**config.mk**
```make
export PLATFORM = sky130hd
export DESIGN_NAME = imem_load_ctrl
export DESIGN_NICKNAME = d
export VERILOG_FILES = /design/src/rtl/imem_load_ctrl_pkg.sv /design/src/rtl/imem_load_ctrl_byte_word_packer.sv /design/src/rtl/imem_load_ctrl.sv
export SDC_FILE = /design/constraint.sdc
export NUM_CORES = 1
export LEC_CHECK = 0
export ABC_AREA = 1
export CAP_MARGIN = 25
export CORE_MARGIN = 2
export CORE_UTILIZATION = 50
export DETAILED_ROUTE_END_ITERATION = 7
export DONT_BUFFER_PORTS = 1
export SLEW_MARGIN = 20
export SYNTH_ARGS = -nofsm -noshare
export SYNTH_HDL_FRONTEND = slang
export SYNTH_SLANG_ARGS = --single-unit
```
**constraint.sdc**
```tcl
create_clock -name clk -period 2.1 [get_ports clk]
set_input_delay 0.63 -clock clk [delete_from_list [all_inputs] [get_ports clk]]
set_output_delay 0.63 -clock clk [all_outputs]
set_load 0.005 [all_outputs]
```
**src/rtl/imem_load_ctrl_pkg.sv**
```systemverilog
// Shared definitions for the instruction-memory boot loader: load FSM states
// and the byte/word geometry used by the packer and the controller.
package common;

    localparam int BYTES_PER_WORD = 4;
    localparam int BYTE_WIDTH     = 8;

    typedef enum logic [1:0] {
        IDLE    = 2'd0,
        COLLECT = 2'd1,
        WRITE   = 2'd2,
        FINISH  = 2'd3
    } load_state_t;

endpackage

```
**src/rtl/imem_load_ctrl_byte_word_packer.sv**
```systemverilog
// Assembles a little-endian instruction word from a byte stream; the first
// byte of a word lands in bits 7:0.
module byte_word_packer
    import common::*;
#(
    parameter int DATA_WIDTH = BYTES_PER_WORD * BYTE_WIDTH
) (
    input  logic                  clk,
    input  logic                  rst,
    input  logic                  i_clear,
    input  logic                  i_shift,
    input  logic [BYTE_WIDTH-1:0] i_byte,
    output logic [DATA_WIDTH-1:0] o_word,
    output logic                  o_last_byte
);

    logic [1:0]            r_count;
    logic [DATA_WIDTH-1:0] r_word;

    // NOTE: sequential state is only ever updated with <= so every register
    // samples the pre-edge values of its neighbours.
    always_ff @(posedge clk or posedge rst) begin
        if (rst) begin
            r_count <= '0;
            r_word  <= '0;
        end else if (i_clear) begin
            r_count <= '0;
            r_word  <= '0;
        end else if (i_shift) begin
            r_word  <= {i_byte, r_word[DATA_WIDTH-1:BYTE_WIDTH]};
            r_count <= r_count + 2'd1;
        end
    end

    assign o_word      = r_word;
    assign o_last_byte = i_shift && (r_count == 2'(BYTES_PER_WORD - 1));

endmodule

```
**src/rtl/imem_load_ctrl.sv**
```systemverilog
// Boot loader for program_memory: collects bytes into words, writes them
// sequentially from address 0, and muxes the memory port back to the CPU when idle.
module imem_load_ctrl
    import common::*;
#(
    parameter int ADDRESS_WIDTH = 6,
    parameter int DATA_WIDTH    = 32
) (
    input  logic                     clk,
    input  logic                     rst,
    input  logic                     start,
    input  logic [ADDRESS_WIDTH:0]   word_count,
    input  logic                     abort,
    input  logic                     in_valid,
    input  logic [7:0]               in_data,
    output logic                     in_ready,
    input  logic [ADDRESS_WIDTH-1:0] fetch_addr,
    output logic [DATA_WIDTH-1:0]    fetch_data,
    output logic                     fetch_valid,
    output logic                     mem_write_en,
    output logic [DATA_WIDTH-1:0]    mem_write_data,
    output logic [ADDRESS_WIDTH-1:0] mem_address,
    input  logic [DATA_WIDTH-1:0]    mem_read_data,
    output logic                     cpu_hold,
    output logic                     busy,
    output logic                     done,
    output logic                     load_error
);

    localparam logic [ADDRESS_WIDTH:0]   DEPTH   = {1'b1, {ADDRESS_WIDTH{1'b0}}};
    localparam logic [ADDRESS_WIDTH-1:0] PTR_ONE = {{(ADDRESS_WIDTH-1){1'b0}}, 1'b1};

    load_state_t              r_state;
    logic [ADDRESS_WIDTH-1:0] r_word_ptr;
    logic [ADDRESS_WIDTH-1:0] r_last_ptr;
    logic                     r_load_error;

    logic                     w_start_ok;
    logic                     w_abort_ok;
    logic                     w_accept;
    logic                     w_word_done;
    logic [ADDRESS_WIDTH-1:0] w_last_ptr;
    logic [DATA_WIDTH-1:0]    w_word;

    assign w_start_ok = start && (r_state == IDLE);
    assign w_abort_ok = abort && ((r_state == COLLECT) || (r_state == WRITE));
    assign w_accept   = in_valid && (r_state == COLLECT);

    // Requests beyond memory depth stop at the top address instead of wrapping.
    assign w_last_ptr = (word_count >= DEPTH) ? '1
                                              : word_count[ADDRESS_WIDTH-1:0] - PTR_ONE;

    byte_word_packer #(
        .DATA_WIDTH (DATA_WIDTH)
    ) u_packer (
        .clk         (clk),
        .rst         (rst),
        .i_clear     (w_start_ok || w_abort_ok),
        .i_shift     (w_accept),
        .i_byte      (in_data),
        .o_word      (w_word),
        .o_last_byte (w_word_done)
    );

    always_ff @(posedge clk or posedge rst) begin
        if (rst) begin
            r_state      <= IDLE;
            r_word_ptr   <= '0;
            r_last_ptr   <= '0;
            r_load_error <= 1'b0;
        end else begin
            // NOTE: every branch assigns a known next state, including default,
            // so a corrupted encoding recovers to IDLE rather than holding.
            case (r_state)
                IDLE: begin
                    if (start) begin
                        r_load_error <= 1'b0;
                        r_word_ptr   <= '0;
                        r_last_ptr   <= w_last_ptr;
                        r_state      <= (word_count == '0) ? FINISH : COLLECT;
                    end
                end
                COLLECT: begin
                    if (abort) begin
                        r_load_error <= 1'b1;
                        r_state      <= IDLE;
                    end else if (w_word_done) begin
                        r_state <= WRITE;
                    end
                end
                WRITE: begin
                    if (abort) begin
                        r_load_error <= 1'b1;
                        r_state      <= IDLE;
                    end else if (r_word_ptr == r_last_ptr) begin
                        r_state <= FINISH;
                    end else begin
                        r_word_ptr <= r_word_ptr + PTR_ONE;
                        r_state    <= COLLECT;
                    end
                end
                FINISH:  r_state <= IDLE;
                default: r_state <= IDLE;
            endcase
        end
    end

    // All control outputs decode the registered state, so an async reset
    // drives them to their idle values immediately.
    assign busy           = (r_state != IDLE);
    assign cpu_hold       = busy;
    assign fetch_valid    = !cpu_hold;
    assign done           = (r_state == FINISH);
    assign in_ready       = (r_state == COLLECT);
    assign mem_write_en   = (r_state == WRITE) && !abort;
    assign mem_address    = (r_state == IDLE) ? fetch_addr : r_word_ptr;
    assign mem_write_data = w_word;
    assign fetch_data     = mem_read_data;
    assign load_error     = r_load_error;

endmodule
```
==> flow_metrics.py, run 1 <==
metrics = {
    "global_route": {
        "grt_max_degree": 34,
        "antenna_found_initial": 0,
        "overflow": 0,
        "grt.total_usage_pct": 19.21,
        "grt_pass1_wl_um": 9101,
        "grt_pass1_vias": 1795,
    },
    "floorplan": {
        "ios": 135,
        "die_h_um": 77.62,
        "dieArea_um2": 6025,
        "die_width_um": 77.62,
        "core_um2": 5172,
        "start_util_pct": 52.39,
        "rows": 26,
    },
    "setup_path": {
        "reg2reg_to": "u_packer.o_word[0]$_DFFE_PP0P_",
        "required_ns": 1.47,
        "r2r-start": "r_state[1]$_DFFE_PP0P_",
        "rr_worst_depth": 7,
        "cp-end-kind": "output pin",
        "startpoint_type": "register",
        "cp.arrival_ns": 1.37,
        "crit_type": "reg -> out",
        "r2r_slack_ns": 0.33,
        "cp_max_fo": 4,
    },
    "detailed_routing": {
        "antenna_left": 0,
        "drt_iter0_drc": 118,
        "drc": 0,
        "routedWlPerCell_um": 14.53,
        "wl_um": 5580,
        "viasPerCell": 5.055,
        "dr.pass1.iters": 4,
        "vias": 1941,
    },
    "status": {
        "status": "complete, no violations",
    },
    "power_and_ir_drop": {
        "power_uw": 3122,
        "cellLeakagePower_uw": 0.001270,
        "ir_worst_vdd_mv": 0.7509,
        "p_per_area_nw_per_um2": 1155,
    },
    "synthesis": {
        "synth_ff_type": "dfrtp_1",
        "synth_warnings": 0,
        "yosysTopAreaCellShare_pct": 45.24,
        "synthTopCellsByArea": "dfrtp_1 (45%), nand2_1 (15%), buf_4 (9.1%)",
        "yosysTopAreaCell": "dfrtp_1",
        "syn_inst": 340,
        "synth_area_um2": 2710,
        "synth_edf_count": 0,
        "seq_area_frac_synth_pct": 45.24,
        "synth_cell_types": 26,
        "ys_seq_elements": 49,
        "synthArstFlopShare_pct": 100.0,
        "synth_nets": 407,
        "avgSynthCellArea_um2": 7.971,
    },
    "cells_and_area": {
        "seqCellArea_um2": 1226,
        "drive_gt1_share_pct": 10.51,
        "nets": 380,
        "multiInputGateArea_um2": 1090,
        "stdcell_count": 384,
        "fill_cells": 495,
        "layout_common_cells": "nand2_1 (109), dfrtp_1 (49), a21oi_1 (36), inv_1 (29)",
        "syn2layout_area_growth_pct": -0.2771,
        "final_common_cell": "nand2_1",
        "diodes": 0,
        "design_area_um2": 2703,
        "post-route-util_pct": 52.25,
    },
    "worst_hold_path": {
        "min_path_type": "in -> async",
    },
    "place": {
        "port_buffers": 0,
        "place_inst": 375,
        "dp_hpwl_um": 4112,
        "place.gp.congestion": 0.8409,
        "place_area_um2": 2577,
    },
    "clock_network": {
        "holdBufCountCts": 0,
        "numCtsBuffers": 5,
        "clock_path_buffers": 2,
        "cts.sinks": 49,
        "cts_tree": "built",
        "clk_pin_slew_ns": 0.10,
        "root_buffer": "clkbuf_8",
        "insertion_delay_ns": 0.31,
        "htreeDepth": 2,
    },
    "sta": {
        "fin_crit_sh_pct": 95.44,
        "period_needed_ns": 2.004,
        "rsz0062_at_grt": "no",
        "clock_skew_ns": 0.006418,
        "final_max_slew_viol_count": 0,
        "worst_slew_pin_slew_ns": 0.4818,
        "setup_viol_count_final": 0,
        "hold_ws_ns": 0.2123,
        "max_clock_freq_mhz": 499.0,
        "slew_headroom_pct": 67.83,
        "finalHoldViolCount": 0,
    },
    "job": {
        "cap_violations": 0,
    },
}
==> power breakdown <==
part / internal, uW / switching, uW / leakage [uW]
logic: 416 / 804 / 0.000574
clock network: 237 / 333 / 0.0000481
registers: 1150 / 186 / 0.000648
==> through the flow <==
stage	setup slack [ns]	TNS (ns)
final	0.09583	0
after global routing	0.02311	0
after CTS	-0.03339	-0.09070
after detailed placement	0.1791	0
after global placement	0.2259	0
after floorplan	0.2972	0
==> logic make-up (layout without fill, tap and decap cells) <==
logic type	count (synthesis)	after routing	synth area share, %
AO/OA/AOI/OAI	59	59	12.10
XOR/XNOR	4	4	1.293
adder cells (fa/ha/maj)	9	9	4.155
buffers and inverters	76	50	15.37
flip-flops	49	49	45.24
AND/OR/NAND/NOR	143	143	21.84
==> final cells by class <==
type                            instances  share of cell area (%)
Sequential cell                        49                   45.37
Multi-Input combinational cell        215                   40.32
Inverter                               33                   4.722
Tap cell                               70                   3.241
Timing Repair Buffer                    9                   2.963
Clock buffer                            5                   2.546
Clock inverter                          3                  0.8333
==> worst max path at each step <==
stage,cells after the start,end,start
after floorplan,1,load_error$_DFFE_PP0P_,rst
after global routing,4,mem_write_en,r_state[0]$_DFFE_PP0P_
after global placement,5,mem_address[5],r_state[0]$_DFFE_PP0P_
final,4,mem_write_en,r_state[0]$_DFFE_PP0P_
after detailed placement,5,mem_address[3],r_state[0]$_DFFE_PP0P_
after CTS,5,mem_address[3],r_state[0]$_DFFE_PP0P_
==> registers in the layout, summed over array words and instances, names as in the netlist <==
signal and cells:
load_error 1, r_last_ptr 6, r_state 2, r_word_ptr 6, u_packer.o_word 32, u_packer.r_count 2
==> routing by layer <==
metal / vias up / wire, um / track usage [%]
li1: 989 / - / -
met1: 860 / 2508 / 27.22
met2: 68 / 2389 / 26.29
met3: 24 / 515 / 6.860
met4: 0 / 166 / 8.393
met5: - / 0 / 0
==> cells in the mapped netlist, types with 4 or more instances <==
master    instances
a21oi_1          36
buf_2             6
buf_4            33
clkbuf_1          4
dfrtp_1          49
ha_1              9
inv_1            33
nand2_1         109
nand3_1           5
nor2_1           15
o21ai_0          14
==> critical path: stages (launching register included) <==
cell        delay [ns]
dfrtp_1           0.41
inv_2             0.11
ha_2              0.28
clkinvlp_4        0.14
nor2_4            0.13
==> timing repair <==
item,in CTS,in global routing
setup endpoints to repair,9,8
setup buffers,0,1
resized for setup,3,5
pin swaps,0,1
(Power assumes the default switching activity.)
==> run 2: changes to the inputs <==
--- a/config.mk
+++ b/config.mk
@@ -7,7 +7,7 @@
 export LEC_CHECK = 0
 export ABC_AREA = 1
 export CAP_MARGIN = 25
-export CORE_MARGIN = 2
+export CORE_MARGIN = 3
 export CORE_UTILIZATION = 50
 export DETAILED_ROUTE_END_ITERATION = 7
 export DONT_BUFFER_PORTS = 1
==> run 2 against run 1 <==
Critical endpoint unchanged. Combinational power decreased by 3%. Power rose by 1.8%. Sequential share of layout area is 0.15 points lower. Largest cell class unchanged.
==> flow_metrics.py, run 2 (same netlist as run 1, synthesis figures left out) <==
metrics = {
    "clock_network": {
        "clock_path_buffers": 2,
        "holdBufCountCts": 0,
        "clk_pin_slew_ns": 0.09,
        "htreeDepth": 2,
        "numCtsBuffers": 5,
        "cts.sinks": 49,
        "root_buffer": "clkbuf_8",
        "insertion_delay_ns": 0.30,
        "cts_setup_buffers": 0,
        "cts_tree": "built",
    },
    "sta": {
        "max_clock_freq_mhz": 494.7,
        "setup_viol_count_final": 0,
        "clock_skew_ns": 0.008561,
        "slew_headroom_pct": 66.86,
        "period_needed_ns": 2.021,
        "final_max_slew_viol_count": 0,
        "setup-tns-final_ns": 0,
        "worst_slew_pin_slew_ns": 0.4964,
        "fin_crit_sh_pct": 96.26,
        "finalHoldViolCount": 0,
    },
    "detailed_routing": {
        "viasPerCell": 5.240,
        "antenna_left": 0,
        "dr.pass1.iters": 4,
        "drc": 0,
        "vias": 2007,
        "drt_iter0_drc": 158,
        "routedWlPerCell_um": 15.17,
        "wl_um": 5811,
    },
    "floorplan": {
        "rows": 26,
        "die_h_um": 79.62,
        "start_util_pct": 52.39,
        "core_um2": 5172,
        "die_width_um": 79.62,
        "ios": 135,
        "dieArea_um2": 6339,
    },
    "setup_path": {
        "crit_slowest_cell": "dfrtp_1",
        "cp.arrival_ns": 1.39,
        "cp-end-kind": "output pin",
        "required_ns": 1.47,
        "startpoint_type": "register",
        "worstPathCellList": "inv_2 -> ha_2 -> inv_1 -> nor2_4",
        "cp_slowest_stage_delay_ns": 0.41,
        "cpLargestDelayFamily": "flip-flops",
        "path_buf_inv": 2,
        "cp_max_fo": 6,
        "crit_type": "reg -> out",
    },
    "cells_and_area": {
        "final_common_cell": "nand2_1",
        "diodes": 0,
        "post-route-util_pct": 52.42,
        "syn2layout_area_growth_pct": 0.04616,
        "drive_gt1_share_pct": 9.585,
        "layout_common_cells": "nand2_1 (109), dfrtp_1 (49), a21oi_1 (36), inv_1 (30), nor2_1 (14)",
        "design_area_um2": 2711,
        "nets": 379,
        "largest_register_ffs": 32,
    },
    "place": {
        "port_buffers": 0,
        "place.gp.congestion": 0.8725,
        "place_area_um2": 2577,
        "dp_hpwl_um": 4227,
    },
    "global_route": {
        "overflow": 0,
        "grt_max_degree": 34,
        "grt_pass1_vias": 1819,
        "antenna_found_initial": 0,
        "grt.total_usage_pct": 18.62,
        "grt_pass1_wl_um": 9239,
    },
    "power_and_ir_drop": {
        "p_switching_uw": 1286,
        "p_clk_share_pct": 21.0,
        "p_sw_share_pct": 40.46,
        "cellLeakagePower_uw": 0.001275,
        "comb_power_share_pct": 37.1,
        "ir_worst_vdd_mv": 0.7095,
        "p_per_area_nw_per_um2": 1172,
        "p_int_uw": 1892,
        "seqPwrFrac_pct": 41.9,
    },
    "status": {
        "status": "complete, no violations",
    },
    "job": {
        "cap_violations": 0,
    },
    "worst_hold_path": {
        "min_path_type": "in -> async",
    },
}
[run 2: repair_timing]
item	in CTS	in global routing
gates cloned	0	0
endpoints found under the hold margin	0	0
endpoints found under the setup margin	7	7
resized for setup	7	6
[run 2: worst register-to-register path, stage by stage, from the launching register on]
cell and delay, ns:
dfrtp_1 0.42, inv_2 0.08, ha_4 0.18, inv_1 0.20
nor2_2 0.10, a21oi_1 0.25, inv_1 0.07, a31oi_1 0.14
a21oi_1 0.08
[run 2: path summary, 6_finish.rpt]
check / from / endpoint / slack [ns] / depth (start not counted)
min in group clk: word_count[0] / r_last_ptr[0]$_DFFE_PP0P_ / 0.42 / 1
hold / removal: rst / u_packer.r_count[0]$_DFFE_PP0P_ / 0.23 / 1
hold reg to reg: u_packer.r_count[1]$_DFFE_PP0P_ / u_packer.r_count[1]$_DFFE_PP0P_ / 0.55 / 2
setup reg to reg: r_state[1]$_DFFE_PP0P_ / r_state[1]$_DFFE_PP0P_ / 0.48 / 8
max in group asynchronous: rst / u_packer.o_word[22]$_DFFE_PP0P_ / 1.35 / 2
setup / recovery: r_state[0]$_DFFE_PP0P_ / mem_write_en / 0.08 / 4
[run 2: power by group through the flow]
stage	Clock, uW	Sequential [uW]	Combinational [uW]
global placement	0	1340	1130
global route	732	1360	1350
floorplan	0	1290	945
detailed placement	0	1350	1140
finish	668	1330	1180
CTS	692	1330	1150
[run 2: final cells by class]
cell class	count	area, um2
multi-input cells	215	1090
clock inverters	2	38.79
well taps	70	87.58
fillers	504	2461
clock buffers	6	72.57
flip-flops and latches	49	1226
inverters	33	123.9
repair buffers	8	72.57
[run 2: per-layer routing]
| metal | track usage, % | vias to the layer above | part of all wire, % |
|---|---|---|---|
| met3 | 6.433 | 32 | 9.8 |
| met1 | 26.33 | 917 | 43 |
| met4 | 10.48 | 0 | 4.6 |
| met2 | 24.46 | 70 | 42 |
| met5 | 0 | - | 0 |
| li1 | - | 988 | - |
[run 2: through the flow]
step           instances  setup slack (ns)  hold slack [ns]  power, uW
6_report             383           0.07852           0.2281       3178
5_1_grt              383         -0.002950           0.2554       3444
4_1_cts              383          -0.02186           0.2335       3177
3_5_place_dp         375            0.2633           0.5233       2490
3_3_place_gp         375            0.2918           0.5233       2471
2_1_floorplan        340            0.2972           0.4626       2239
